<file path="config.mk">
export PLATFORM = sky130hd
export DESIGN_NAME = ac_sweep_source
export DESIGN_NICKNAME = d
export VERILOG_FILES = /design/src/rtl/ac_sweep_pkg.sv /design/src/rtl/ac_sweep_nco.sv /design/src/rtl/ac_sweep_source.sv
export SDC_FILE = /design/constraint.sdc
export NUM_CORES = 1
export LEC_CHECK = 0
export BUFFER_PORTS_ARGS = -buffer_cell sky130_fd_sc_hd__buf_2
export CAP_MARGIN = 5
export CORE_UTILIZATION = 55
export DETAILED_ROUTE_END_ITERATION = 8
export PLACE_DENSITY_LB_ADDON = 0.1
export SYNTH_ARGS = -nofsm -noshare
export SYNTH_HDL_FRONTEND = slang
export SYNTH_SLANG_ARGS = --single-unit
</file>
<file path="constraint.sdc">
create_clock -name clk -period 4.4 [get_ports clk]
set_input_delay 0.88 -clock clk [delete_from_list [all_inputs] [get_ports clk]]
set_output_delay 0.88 -clock clk [all_outputs]
set_load 0.005 [all_outputs]
</file>
<file path="src/rtl/ac_sweep_pkg.sv">
// Shared state encoding, default widths and the minimum window length for the AC sweep source.
// Latency and backpressure: not applicable, this file holds types and constants only.
package ac_sweep_pkg;

  localparam int DEF_FW = 32;
  localparam int DEF_PW = 16;
  localparam int DEF_NW = 10;
  localparam int DEF_CW = 16;

  localparam int MIN_DWELL = 1;

  typedef enum logic [2:0] {
    IDLE,
    SETTLE,
    DWELL,
    WAIT_ACK,
    DONE
  } state_t;

endpackage

</file>
<file path="src/rtl/ac_sweep_nco.sv">
// Phase accumulator with a registered, truncated phase output. phase lags acc by one cycle.
// Backpressure: none. The accumulator runs freely while en is high and is never cleared on a tuning-word change.
module ac_sweep_nco
  import ac_sweep_pkg::*;
#(
  parameter int FW = DEF_FW,
  parameter int PW = DEF_PW
) (
  input  logic          clk,
  input  logic          rst,
  input  logic          en,
  input  logic          clr,
  input  logic [FW-1:0] ftw,
  output logic [PW-1:0] phase
);

  logic [FW-1:0] acc;

  always_ff @(posedge clk) begin
    if (rst || clr) begin
      acc   <= '0;
      phase <= '0;
    end else begin
      if (en) acc <= acc + ftw;
      phase <= acc[FW-1 -: PW];
    end
  end

endmodule

</file>
<file path="src/rtl/ac_sweep_source.sv">
// Frequency-stepped NCO stimulus that settles, dwells and then hands each point to the receiver.
// Outputs are registered. point_valid holds until point_ack. abort or rst clears the sweep on the next edge.
module ac_sweep_source
  import ac_sweep_pkg::*;
#(
  parameter int FW = DEF_FW,
  parameter int PW = DEF_PW,
  parameter int NW = DEF_NW,
  parameter int CW = DEF_CW
) (
  input  logic          clk,
  input  logic          rst,
  input  logic          start,
  input  logic          abort,
  input  logic [FW-1:0] f_start,
  input  logic [FW-1:0] f_step,
  input  logic [NW-1:0] n_points,
  input  logic [CW-1:0] settle_cycles,
  input  logic [CW-1:0] dwell_cycles,
  input  logic          point_ack,
  output logic [FW-1:0] ftw_out,
  output logic [PW-1:0] phase_out,
  output logic [NW-1:0] point_idx,
  output logic          meas_en,
  output logic          point_valid,
  output logic          busy,
  output logic          done
);

  state_t        state;
  logic [FW-1:0] step_q;
  logic [NW-1:0] last_idx;
  logic [CW-1:0] settle_q;
  logic [CW-1:0] dwell_q;
  logic [CW-1:0] cnt;

  // Down-counter preload. A zero length still spends one cycle in the state.
  function automatic logic [CW-1:0] cnt_load(input logic [CW-1:0] len);
    return (len > CW'(MIN_DWELL)) ? len - CW'(MIN_DWELL) : '0;
  endfunction

  always_ff @(posedge clk) begin
    if (rst) begin
      step_q   <= '0;
      last_idx <= '0;
      settle_q <= '0;
      dwell_q  <= '0;
    end else if (state == IDLE && start && !abort) begin
      step_q   <= f_step;
      last_idx <= n_points - NW'(1);
      settle_q <= settle_cycles;
      dwell_q  <= dwell_cycles;
    end
  end

  always_ff @(posedge clk) begin
    if (rst || abort) begin
      state       <= IDLE;
      ftw_out     <= '0;
      point_idx   <= '0;
      cnt         <= '0;
      meas_en     <= 1'b0;
      point_valid <= 1'b0;
      busy        <= 1'b0;
      done        <= 1'b0;
    end else begin
      done <= 1'b0;
      case (state)
        IDLE: begin
          if (start) begin
            if (n_points == '0) begin
              state <= DONE;
              done  <= 1'b1;
            end else begin
              state     <= SETTLE;
              ftw_out   <= f_start;
              point_idx <= '0;
              cnt       <= cnt_load(settle_cycles);
              busy      <= 1'b1;
            end
          end
        end
        SETTLE: begin
          if (cnt == '0) begin
            state   <= DWELL;
            cnt     <= cnt_load(dwell_q);
            meas_en <= 1'b1;
          end else begin
            cnt <= cnt - CW'(1);
          end
        end
        DWELL: begin
          if (cnt == '0) begin
            state       <= WAIT_ACK;
            meas_en     <= 1'b0;
            point_valid <= 1'b1;
          end else begin
            cnt <= cnt - CW'(1);
          end
        end
        WAIT_ACK: begin
          if (point_ack) begin
            point_valid <= 1'b0;
            if (point_idx == last_idx) begin
              state <= DONE;
              busy  <= 1'b0;
              done  <= 1'b1;
            end else begin
              state     <= SETTLE;
              point_idx <= point_idx + NW'(1);
              ftw_out   <= ftw_out + step_q;
              cnt       <= cnt_load(settle_q);
            end
          end
        end
        DONE:    state <= IDLE;
        default: state <= IDLE;
      endcase
    end
  end

  ac_sweep_nco #(
    .FW(FW),
    .PW(PW)
  ) u_nco (
    .clk  (clk),
    .rst  (rst),
    .en   (busy),
    .clr  (abort),
    .ftw  (ftw_out),
    .phase(phase_out)
  );

endmodule

</file>
==> metrics.md <==
| Metric | Value |
|---|---|
| Total track usage | 0.2924 |
| Critical Path RT | 4.77 ns |
| Final Cycle Share | 0.7376 |
| Comb pwr share | 0.183 |
| Outcome | finished clean |
| Maximum root-to-sink buffer count | 2 |
| Non-Filler Instances | 1947 |
| DIE HEIGHT | 148.2 um |
| WS Path Type | reg2reg |
| RSZ-0062 raised after global routing | no |
| Placed cell count | 1916 |
| Design Power | 4.123 mW |
| Critical Path Max Stage Delay | 0.68 ns |
| Main flop type after synthesis | dfxtp_1 |
| Global route overflow | 0 |
| PortBufs | 172 |
| Post-Route WL | 32140 um |
| Avg Cell Area, Syn | 7.702 um^2 |
| Setup Fix Bufs, Post-CTS | 0 |
| Internal Power | 2.898 mW |
| Initial antenna violation count | 0 |
| Fillers | 1958 |
| Worst skew pair latency | 0.44 ns |
| Clk slew on worst S/H paths | 0.07 ns |
| Syn. warnings | 0 |
| Switching fraction of total power | 0.2971 |
| Fmax | 0.3081 GHz |
| Post-CTS Resized | 0 |
| Cell Rows | 53 |
| Crit-path most repeated cell | a21oi_1 |
| CP bufs+invs | 0 |
| Max transition margin | 0.3551 |
| Cts hold-fix bufs | 0 |
| Setup violators final | 0 |
| Vias | 11450 |
| DRT Pass-1 Iters | 5 |
| Most common cell after layout, fill and taps aside | nand2_1 |
| Min Tclk post-route | 3.246 ns |
| Crit path max-delay family | compound AO/OA/AOI/OAI gates |
| Cell variety after synth | 75 |
| Remaining DRCs | 0 |
| Commonest cells after routing, fill and taps aside | nand2_1 (237), dfxtp_1 (187), a21oi_1 (178) |
| Synthesized area | 11750 um^2 |
| Sw Pwr | 1.225 mW |
| Post-synth EDFFs | 0 |
| Cells after Synth | 1526 |
| Critical path arrival | 3.62 ns |
| Slowest-stage cell, CP | a2111oi_2 |
| Die W | 148.2 um |
| Max_cap viols | 0 |
| Pins over their slew limit | 0 |
| Kind of start point of the critical path | register |
| Worst min path class | reg2reg |
| Final Hold Vio Count | 0 |
| Register area share after synthesis | 0.3185 |
| Vias in the first global route | 10458 |
| Flop pwr share | 0.443 |
| Power Density | 307.6 nW/um^2 |
| Final TNS setup | 0 ns |
| Antenna Nets Post-Route | 0 |
| Core Footprint | 20960 um^2 |
| H-tree depth | 4 |
| Die ar. | 21960 um^2 |
| Post-synth ARST share | 0 |
| Diodes inserted | 0 |
| Peak supply drop | 0.2606 mV |
| Setup Skew | 0.01199 ns |
| Critical Path End Type | register |
| Worst slew pin tran | 0.9661 ns |
| CTS root buf | clkbuf_16 |
| Critical Path Fanout Max | 4 |
| Post-DP HPWL | 24170 um |
| Critical path cell sequence | ha_1, fa_1, a21oi_1, o311ai_0, a2111oi_2, nor3b_1, o41ai_1, xnor2_1, nand2_1, a21oi_1 |
| CTS buffer count | 17 |
| CTS tree | done |
| Placer congestion estimate | 0.9654 |
| Flops & latches, synth | 187 |
| Initial drt markers | 824 |
| Clock Power Share | 0.373 |
| Area growth from synthesis to layout | 14.05% |
| Share of cells above drive strength 1 | 0.1483 |
| Nets | 1844 |
| Sink Count | 187 |
| Net count after synthesis | 1710 |
| First-pass GRT wire length | 51830 um |
| Final core occ | 0.6397 |
| Largest net degree at the start of global routing | 75 |
| Ports | 173 |
| Initial Util | 0.5608 |
| Routed WL per cell | 16.51 um |
| LEAKAGE | 5.711 nW |
| Vias per inst | 5.881 |
==> through the flow <==
stage	hold slack [ns]	area [um^2]	setup slack [ns]
floorplan	0.4360	11750	1.538
global placement	0.4476	12830	1.102
detailed placement	0.4533	12830	1.034
CTS	0.4622	13400	1.209
global route	0.4831	13400	0.8582
finish	0.4591	13400	1.154
==> worst min-delay path, delay by kind of cell, from the launching register on <==
kind / cells / cell delay (ns)
flip-flops: 1 / 0.31
AND/OR/NAND/NOR: 1 / 0.05
AO/OA/AOI/OAI: 1 / 0.05
==> synthesized netlist by cell type (4+ instances only) <==
cell type / count / area [um^2]
nand2_1: 237 / 889.6
dfxtp_1: 187 / 3744
a21oi_1: 179 / 895.9
nor2_1: 125 / 469.2
o21ai_0: 76 / 380.4
ha_1: 71 / 888.4
xnor2_1: 66 / 578.1
clkbuf_1: 64 / 240.2
inv_1: 40 / 150.1
a21o_1: 39 / 292.8
xor2_1: 38 / 332.8
nor3_1: 32 / 160.2
nand3_1: 29 / 145.1
a211oi_1: 27 / 202.7
and2_1: 23 / 143.9
or3_1: 19 / 118.9
nor4_1: 18 / 112.6
nand4_1: 17 / 106.4
a31oi_1: 16 / 100.1
mux2i_1: 16 / 160.2
o31ai_1: 13 / 97.59
nand2b_1: 11 / 68.82
o211ai_1: 11 / 82.58
o22ai_1: 11 / 68.82
o21a_1: 10 / 75.07
and3_1: 9 / 56.30
nor3b_1: 9 / 67.56
or4_1: 9 / 67.56
a22oi_1: 8 / 60.06
a311oi_1: 8 / 70.07
buf_1: 7 / 26.28
o221ai_1: 7 / 61.31
a31o_2: 5 / 43.79
nor2b_1: 5 / 31.28
o21bai_1: 5 / 37.54
or2_2: 5 / 31.28
a2111oi_0: 4 / 35.03
a221oi_1: 4 / 35.03
and4_1: 4 / 35.03
==> final timing paths <==
kind | from | to | slack (ns) | depth (start not counted)
worst max-delay path | ftw_out[0] | ftw_out[26] | 1.15 | 10
worst min-delay path | step_q[15] | step_q[15] | 0.46 | 2
worst max register to register | ftw_out[0] | ftw_out[26] | 1.15 | 10
worst min register to register | step_q[15] | step_q[15] | 0.46 | 2
==> per-layer routing <==
| layer | part of all wire | global-route usage |
|---|---|---|
| met1 | 0.45 | 0.3818 |
| met2 | 0.47 | 0.4937 |
| met3 | 0.052 | 0.04294 |
| met4 | 0.022 | 0.09485 |
| met5 | 0 | 0 |
==> sequential cells by signal, summed over array words and instances, names as in the netlist <==
register	cells
ftw_out	32
step_q	32
u_nco.acc	32
cnt	16
dwell_q	16
settle_q	16
u_nco.phase	16
last_idx	10
point_idx	10
state	3
busy	1
done	1
meas_en	1
point_valid	1
==> cells by family (layout without fill, tap and decap cells) <==
family	after synthesis	in the layout	share of synthesized area
and+or+nand+nor	565	565	0.2234
muxes	18	18	0.01554
DFF	187	187	0.3185
buffers and inverters	115	261	0.03790
xor gates and xnor gates	104	104	0.07750
AOI/OAI and AO/OA	464	464	0.2482
adders and majority gates	73	73	0.07899
==> power by group through the flow <==
stage	combinational [mW]	sequential, mW	clock (mW)
after floorplan	0.526	1.84	0
after global placement	0.736	1.86	0
after detailed placement	0.742	1.87	0
after CTS	0.747	1.83	1.56
after global routing	0.833	1.84	1.63
final	0.755	1.83	1.54
==> cell type report <==
type | instances | area, um^2 | area share
sequential | 187 | 3744 | 0.2793
clock inverter | 12 | 140.1 | 0.01045
tap | 275 | 344.1 | 0.02567
timing repair buffer | 190 | 996.0 | 0.07430
clock buffer | 19 | 432.9 | 0.03230
inverter | 40 | 150.1 | 0.01120
multi-input combinational | 1224 | 7597 | 0.5668
Power figures use the tool's default switching activity.
